<file path="src/rtl/cellram_wr_buffer_if.sv">
// Wishbone classic bus between the CellRAM write buffer (master) and the
// CellRAM controller (slave).
interface cellram_wr_buffer_if;
    logic [31:0] wbm_adr_o;
    logic [31:0] wbm_dat_o;
    logic [3:0]  wbm_sel_o;
    logic        wbm_we_o;
    logic        wbm_stb_o;
    logic        wbm_cyc_o;
    logic [31:0] wbm_dat_i;
    logic        wbm_ack_i;
    logic        wbm_err_i;

    modport master (
        output wbm_adr_o, wbm_dat_o, wbm_sel_o, wbm_we_o, wbm_stb_o, wbm_cyc_o,
        input  wbm_dat_i, wbm_ack_i, wbm_err_i
    );

    modport slave (
        input  wbm_adr_o, wbm_dat_o, wbm_sel_o, wbm_we_o, wbm_stb_o, wbm_cyc_o,
        output wbm_dat_i, wbm_ack_i, wbm_err_i
    );
endinterface

</file>
<file path="src/rtl/cellram_wr_buffer.sv">
// Posted-write buffer in front of the CellRAM controller: writes are queued in a
// FIFO and drained as Wishbone classic cycles; reads wait until the FIFO is empty.
module cellram_wr_buffer #(
    parameter int unsigned DEPTH   = 4,
    parameter int unsigned TIMEOUT = 255
) (
    input  logic                       wb_clk_i,
    input  logic                       wb_rst_i,
    input  logic                       cpu_req_i,
    input  logic                       cpu_we_i,
    input  logic [31:0]                cpu_adr_i,
    input  logic [31:0]                cpu_dat_i,
    input  logic [3:0]                 cpu_sel_i,
    output logic                       cpu_ready_o,
    output logic [31:0]                cpu_dat_o,
    output logic                       cpu_err_o,
    cellram_wr_buffer_if.master        wbm,
    output logic                       buf_empty_o,
    output logic                       wr_err_o
);
    localparam int unsigned    AW       = $clog2(DEPTH);
    localparam logic [AW:0]    CNT_FULL = DEPTH[AW:0];
    localparam logic [7:0]     TMO_LAST = 8'(TIMEOUT - 1);

    typedef enum logic [1:0] {ST_IDLE, ST_WRITE, ST_READ} state_t;

    state_t        r_state;
    logic [31:0]   r_fifo_adr [DEPTH];
    logic [31:0]   r_fifo_dat [DEPTH];
    logic [3:0]    r_fifo_sel [DEPTH];
    logic [AW-1:0] r_wptr;
    logic [AW-1:0] r_rptr;
    logic [AW:0]   r_count;
    logic [7:0]    r_tmo;
    logic          r_rd_done;
    logic [31:0]   r_cpu_dat;
    logic          r_cpu_err;
    logic          r_wr_err;

    logic          w_full;
    logic          w_push;
    logic          w_tmo;
    logic          w_bus_err;
    logic          w_term;
    logic          w_pop;

    assign w_full    = (r_count == CNT_FULL);
    assign w_push    = cpu_req_i & cpu_we_i & ~w_full;
    // Timeout counter is cleared on entry, so the last allowed cycle is TIMEOUT-1.
    assign w_tmo     = (r_tmo == TMO_LAST);
    assign w_bus_err = wbm.wbm_err_i | w_tmo;
    assign w_term    = wbm.wbm_ack_i | w_bus_err;
    assign w_pop     = (r_state == ST_WRITE) & w_term;

    assign cpu_ready_o = w_push | r_rd_done;
    assign cpu_dat_o   = r_cpu_dat;
    assign cpu_err_o   = r_cpu_err;
    assign buf_empty_o = (r_count == '0) & (r_state == ST_IDLE);
    assign wr_err_o    = r_wr_err;

    always_ff @(posedge wb_clk_i) begin
        if (w_push) begin
            r_fifo_adr[r_wptr] <= cpu_adr_i;
            r_fifo_dat[r_wptr] <= cpu_dat_i;
            r_fifo_sel[r_wptr] <= cpu_sel_i;
        end
    end

    always_ff @(posedge wb_clk_i) begin
        if (wb_rst_i) begin
            r_wptr  <= '0;
            r_rptr  <= '0;
            r_count <= '0;
        end else begin
            if (w_push) r_wptr <= r_wptr + 1'b1;
            if (w_pop)  r_rptr <= r_rptr + 1'b1;
            case ({w_push, w_pop})
                2'b10:   r_count <= r_count + 1'b1;
                2'b01:   r_count <= r_count - 1'b1;
                default: ;
            endcase
        end
    end

    always_ff @(posedge wb_clk_i) begin
        if (wb_rst_i) begin
            r_state       <= ST_IDLE;
            wbm.wbm_adr_o <= '0;
            wbm.wbm_dat_o <= '0;
            wbm.wbm_sel_o <= '0;
            wbm.wbm_we_o  <= 1'b0;
            wbm.wbm_stb_o <= 1'b0;
            wbm.wbm_cyc_o <= 1'b0;
            r_tmo         <= '0;
            r_rd_done     <= 1'b0;
            r_cpu_dat     <= '0;
            r_cpu_err     <= 1'b0;
            r_wr_err      <= 1'b0;
        end else begin
            r_rd_done <= 1'b0;
            r_tmo     <= r_tmo + 1'b1;
            case (r_state)
                ST_IDLE: begin
                    r_tmo <= '0;
                    if (r_count != '0) begin
                        wbm.wbm_adr_o <= r_fifo_adr[r_rptr];
                        wbm.wbm_dat_o <= r_fifo_dat[r_rptr];
                        wbm.wbm_sel_o <= r_fifo_sel[r_rptr];
                        wbm.wbm_we_o  <= 1'b1;
                        wbm.wbm_stb_o <= 1'b1;
                        wbm.wbm_cyc_o <= 1'b1;
                        r_state       <= ST_WRITE;
                    end else if (cpu_req_i & ~cpu_we_i & ~r_rd_done) begin
                        wbm.wbm_adr_o <= cpu_adr_i;
                        wbm.wbm_sel_o <= cpu_sel_i;
                        wbm.wbm_we_o  <= 1'b0;
                        wbm.wbm_stb_o <= 1'b1;
                        wbm.wbm_cyc_o <= 1'b1;
                        r_state       <= ST_READ;
                    end
                end
                ST_WRITE: begin
                    if (w_term) begin
                        wbm.wbm_stb_o <= 1'b0;
                        wbm.wbm_cyc_o <= 1'b0;
                        wbm.wbm_we_o  <= 1'b0;
                        if (w_bus_err) r_wr_err <= 1'b1;
                        r_state <= ST_IDLE;
                    end
                end
                ST_READ: begin
                    if (w_term) begin
                        wbm.wbm_stb_o <= 1'b0;
                        wbm.wbm_cyc_o <= 1'b0;
                        r_cpu_dat     <= w_bus_err ? '0 : wbm.wbm_dat_i;
                        r_cpu_err     <= w_bus_err;
                        r_rd_done     <= 1'b1;
                        r_state       <= ST_IDLE;
                    end
                end
                default: r_state <= ST_IDLE;
            endcase
        end
    end
endmodule

</file>
<file path="src/flat_wrapper.sv">
// flat-port wrapper written by rule: the top's interface ports become plain ports
module cellram_wr_buffer_flat 
#(
    parameter int unsigned DEPTH   = 4,
    parameter int unsigned TIMEOUT = 255
)
  (wb_clk_i, wb_rst_i, cpu_req_i, cpu_we_i, cpu_adr_i, cpu_dat_i, cpu_sel_i, cpu_ready_o, cpu_dat_o, cpu_err_o, buf_empty_o, wr_err_o, wbm_wbm_adr_o, wbm_wbm_dat_o, wbm_wbm_sel_o, wbm_wbm_we_o, wbm_wbm_stb_o, wbm_wbm_cyc_o, wbm_wbm_dat_i, wbm_wbm_ack_i, wbm_wbm_err_i);
  cellram_wr_buffer_if wbm_i ();
  input  logic wb_clk_i;
  input  logic wb_rst_i;
  input  logic cpu_req_i;
  input  logic cpu_we_i;
  input  logic [31:0] cpu_adr_i;
  input  logic [31:0] cpu_dat_i;
  input  logic [3:0] cpu_sel_i;
  output logic cpu_ready_o;
  output logic [31:0] cpu_dat_o;
  output logic cpu_err_o;
  output logic buf_empty_o;
  output logic wr_err_o;
  output wire logic [$bits(wbm_i.wbm_adr_o)-1:0] wbm_wbm_adr_o;
  output wire logic [$bits(wbm_i.wbm_dat_o)-1:0] wbm_wbm_dat_o;
  output wire logic [$bits(wbm_i.wbm_sel_o)-1:0] wbm_wbm_sel_o;
  output wire logic [$bits(wbm_i.wbm_we_o)-1:0] wbm_wbm_we_o;
  output wire logic [$bits(wbm_i.wbm_stb_o)-1:0] wbm_wbm_stb_o;
  output wire logic [$bits(wbm_i.wbm_cyc_o)-1:0] wbm_wbm_cyc_o;
  input wire logic [$bits(wbm_i.wbm_dat_i)-1:0] wbm_wbm_dat_i;
  input wire logic [$bits(wbm_i.wbm_ack_i)-1:0] wbm_wbm_ack_i;
  input wire logic [$bits(wbm_i.wbm_err_i)-1:0] wbm_wbm_err_i;
  assign wbm_wbm_adr_o = wbm_i.wbm_adr_o;
  assign wbm_wbm_dat_o = wbm_i.wbm_dat_o;
  assign wbm_wbm_sel_o = wbm_i.wbm_sel_o;
  assign wbm_wbm_we_o = wbm_i.wbm_we_o;
  assign wbm_wbm_stb_o = wbm_i.wbm_stb_o;
  assign wbm_wbm_cyc_o = wbm_i.wbm_cyc_o;
  assign wbm_i.wbm_dat_i = wbm_wbm_dat_i;
  assign wbm_i.wbm_ack_i = wbm_wbm_ack_i;
  assign wbm_i.wbm_err_i = wbm_wbm_err_i;
  cellram_wr_buffer #(.DEPTH(DEPTH), .TIMEOUT(TIMEOUT)) u_core (.wb_clk_i(wb_clk_i), .wb_rst_i(wb_rst_i), .cpu_req_i(cpu_req_i), .cpu_we_i(cpu_we_i), .cpu_adr_i(cpu_adr_i), .cpu_dat_i(cpu_dat_i), .cpu_sel_i(cpu_sel_i), .cpu_ready_o(cpu_ready_o), .cpu_dat_o(cpu_dat_o), .cpu_err_o(cpu_err_o), .wbm(wbm_i), .buf_empty_o(buf_empty_o), .wr_err_o(wr_err_o));
endmodule
</file>
<file path="config.mk">
export PLATFORM = sky130hd
export DESIGN_NAME = cellram_wr_buffer_flat
export DESIGN_NICKNAME = d
export VERILOG_FILES = /design/src/rtl/cellram_wr_buffer_if.sv /design/src/rtl/cellram_wr_buffer.sv /design/src/flat_wrapper.sv
export SDC_FILE = /design/constraint.sdc
export NUM_CORES = 1
export LEC_CHECK = 0
export ABC_CLOCK_PERIOD_IN_PS = 2800
export CAP_MARGIN = 30
export CORE_MARGIN = 5
export CORE_UTILIZATION = 40
export DETAILED_ROUTE_END_ITERATION = 8
export HOLD_SLACK_MARGIN = 0.06
export PLACE_DENSITY_LB_ADDON = 0.12
export SYNTH_ARGS = -nofsm -noshare
export SYNTH_HDL_FRONTEND = slang
export SYNTH_SLANG_ARGS = --single-unit
export TNS_END_PERCENT = 10
</file>
<file path="constraint.sdc">
create_clock -name wb_clk_i -period 2.8 [get_ports wb_clk_i]
set_input_delay 0.42 -clock wb_clk_i [delete_from_list [all_inputs] [get_ports wb_clk_i]]
set_output_delay 0.42 -clock wb_clk_i [all_outputs]
set_load 0.01 [all_outputs]
</file>
==> results.sh <==
export IMPL_placementRows=70
export IMPL_max_stage_delay_ns=0.55
export IMPL_synth_edf_count=272
export IMPL_post_synth_num_cell_types=45
export IMPL_setup_viol=0
export IMPL_cpMostUsedCell="inv_1"
export IMPL_worst_clock_skew_ns=0.0191
export IMPL_worstHoldPathCells=2
export IMPL_wire_length_of_the_first_global_routing_pass_mm=51.7
export IMPL_gpl_final_weighted_congestion=0.693
export IMPL_timing_max_transition_violations_final=0
export IMPL_path_cells="inv_1, ha_1, nand2_1, inv_1, clkdlybuf4s50_1"
export IMPL_final_routed_wire_length_divided_by_cell_count_um=20.2
export IMPL_clk_slew_on_worst_s_h_paths_ns=0.06
export IMPL_use_met3=0.0377
export IMPL_synth_compound_area_share=0.0764
export IMPL_netlist_area_leader_share=0.550
export IMPL_antenna_violations_before_repair=2
export IMPL_floorplan_die_height_um=203
export IMPL_place_worst_setup_slack_ns=0.114
export IMPL_firstDrtPassIters=4
export IMPL_crit_path_start_kind="flip-flop"
export IMPL_post_synth_and_or_nand_nor_area_fraction=0.0632
export IMPL_layout_stage_area_growth_over_the_synthesis_result_pct=28.4
export IMPL_critical_path_class="flip-flop to output pin"
export IMPL_antenna_left=0
export IMPL_whs_ns=0.291
export IMPL_path_max_fanout=9
export IMPL_grt_use_met1=0.208
export IMPL_design_final_nets=1254
export IMPL_finalCriticalPeriod_ns=2.59
export IMPL_initial_utilization=0.406
export IMPL_post_synthesis_xor_xnor_area_fraction=0.00472
export IMPL_cts_buffer_depth=3
export IMPL_setup_ws_ns=0.207
export IMPL_filler_cell_count=3058
export IMPL_synth_ff_type="edfxtp_1"
export IMPL_grt_pass1_vias=8913
export IMPL_place_area_um2=17700
export IMPL_slew_limit_headroom=0.621
export IMPL_postRouteWirelength_mm=33.1
export IMPL_tritoncts="built"
export IMPL_synthesis_area_per_instance_um2=16.4
export IMPL_hold_path_class="input port to flip-flop"
export IMPL_placedCellCount=1559
export IMPL_synth_adder_area_share=0.0106
export IMPL_static_leakage_power_nw=6.29
export IMPL_met2_use_gr=0.272
export IMPL_clock_sinks=396
export IMPL_worst_setup_path_end_kind="output pin"
export IMPL_power_density_nw_per_um2=938
export IMPL_worstPathArrival_ns=2.17
export IMPL_instances_no_fill=1639
export IMPL_yosys_cell_count_top_type="edfxtp_1"
export IMPL_slowest_stage="clkdlybuf4s50_1"
export IMPL_cts_root_buffer="clkbuf_16"
export IMPL_placeableCoreArea_um2=36600
export IMPL_number_of_primary_i_o_pins=213
export IMPL_mappedNetlistNets=1025
export IMPL_synthesis_instances=907
export IMPL_globalRoute_totalOverflow=0
export IMPL_gr_usage_all_layers=0.160
export IMPL_cts_buffers=43
export IMPL_cts_repair_timing_setup_buffer_count=0
export IMPL_place_detailed_hpwl_mm=20.2
export IMPL_port_buffers=212
export IMPL_share_of_synthesized_registers_carrying_an_async_set_or_reset=0
export IMPL_grt_setup_unrepaired="false"
export IMPL_die_footprint_um2=41100
export IMPL_multiplexer_share_of_the_synthesized_area=0.104
export IMPL_worstPathRequired_ns=2.38
export IMPL_post_route_period_util=0.926
export IMPL_syn_area_um2=14900
export IMPL_worstRegToRegCells=11
export IMPL_route_vias_total=8330
export IMPL_cts_resized_gates=0
export IMPL_globalRoute_busiestLayer="met2"
export IMPL_ys_seq_elements=396
export IMPL_routed_via_density=5.08
export IMPL_netlist_top_cell_by_area="edfxtp_1"
export IMPL_post_cts_hold_buffer_count=0
export IMPL_detail_route_iter0_violations=379
export IMPL_yosys_top_cells_count="edfxtp_1 (272), nand2_1 (144), dfxtp_1 (124)"
export IMPL_antenna_cells=0
export IMPL_die_width_um=203
export IMPL_vdd_drop_max_uv=592
export IMPL_htree_levels=2
export IMPL_clock_fmax_mhz=386
export IMPL_ys_seq_area_frac=0.717
export IMPL_drcViolationCount=0
export IMPL_run_status="finished clean"
export IMPL_drive_above_1_share=0.185
export IMPL_synth_top_cells_by_area="edfxtp_1 (55%), dfxtp_1 (17%), mux4_2 (10%)"
export IMPL_design_area_um2=19100
export IMPL_totalPowerFinal_mw=17.9
export IMPL_final_hold_vio_count=0
export IMPL_grt_start_max_net_pins=61
export IMPL_clk_insertion_delay_late_ns=0.54
export IMPL_tightestPinTransition_ns=0.568
export IMPL_synth_top_family_by_area="multiplexers"
export IMPL_max_cap_violations=0
export IMPL_synthesis_yosys_warnings=0
export IMPL_r2r_slack_ns=0.36
[cell families (layout without fill, tap and decap cells)]
logic type / after synthesis / after routing
AO/OA/AOI/OAI: 125 / 125
XOR/XNOR: 8 / 8
adder cells (fa/ha/maj): 12 / 12
buffers and inverters: 70 / 334
flip-flops: 396 / 396
multiplexers: 69 / 69
AND/OR/NAND/NOR: 227 / 227
[metal layers]
layer / vias to the layer above / share of wire
met4: 4 / 0.015
met1: 4197 / 0.44
met3: 37 / 0.052
li1: 3919 / -
met2: 173 / 0.49
met5: - / 0.00076
[final timing paths]
| path | startpoint | end |
|---|---|---|
| min reg2reg | u_core.wbm.wbm_dat_o[28] | u_core.wbm.wbm_dat_o[28] |
| max | u_core.r_state[1] | buf_empty_o |
| min | wb_rst_i | u_core.wr_err_o |
| max reg2reg | u_core.r_tmo[0] | u_core.r_count[2] |
[cells in the final DEF, fill, tap and decap left out, types with 2 or more instances in the layout]
cell / count
dfxtp_1: 121
ha_1: 11
a22o_1: 32
buf_12: 14
edfxtp_1: 272
o21ai_0: 5
dfxtp_2: 3
and2_4: 4
nor2_2: 4
bufinv_16: 4
clkinv_2: 10
clkbuf_16: 44
clkinv_1: 4
clkbuf_1: 14
or2_2: 2
nor3_1: 2
a311oi_2: 34
a311oi_1: 3
mux4_2: 68
nand3_1: 5
buf_4: 17
a21oi_1: 39
nand2b_1: 2
xnor2_1: 4
and3_1: 2
a31oi_1: 2
clkdlybuf4s50_1: 211
nand2_1: 144
and2_1: 2
or3_1: 3
xor2_1: 4
nor2_1: 51
inv_1: 12
[report_power, final]
group / internal (mW) / switching (mW) / leakage, nW / total [mW]
combinational: 2.34 / 2.72 / 2.12 / 5.06
sequential: 6.92 / 0.394 / 3.48 / 7.31
clock: 3.30 / 2.21 / 0.679 / 5.51
[worst max-delay path, delay by kind of cell, from the launching register on]
family / cells / cell delay, ns
DFF: 1 / 0.33
buffers and inverters: 3 / 0.79
and+or+nand+nor: 1 / 0.17
adders and majority gates: 1 / 0.35
[through the flow]
step / setup TNS (ns) / util
finish: 0 / 0.521
global route: 0 / 0.521
CTS: 0 / 0.521
detailed placement: 0 / 0.483
global placement: 0 / 0.483
floorplan: -39.85 / -
[layout make-up]
class                           count  area [µm²]  share of cell area
Sequential cell                   396       10700               0.559
Timing Repair Buffer              242        2520               0.132
Tap cell                          468         586              0.0307
Multi-Input combinational cell    441        3880               0.204
Inverter                           12        45.0             0.00236
Clock buffer                       59        1170              0.0612
Clock inverter                     21         218              0.0114
[registers in the layout (all words and copies together), names as in the netlist, 4 cells and up, named ones only]
name,flops
u_core.r_fifo_adr,128
u_core.r_fifo_sel,16
u_core.wbm.wbm_sel_o,4
u_core.r_tmo,8
u_core.r_fifo_dat,128
u_core.wbm.wbm_adr_o,32
u_core.wbm.wbm_dat_o,32
u_core.cpu_dat_o,32
No activity file was read; power rests on OpenSTA's default activity.
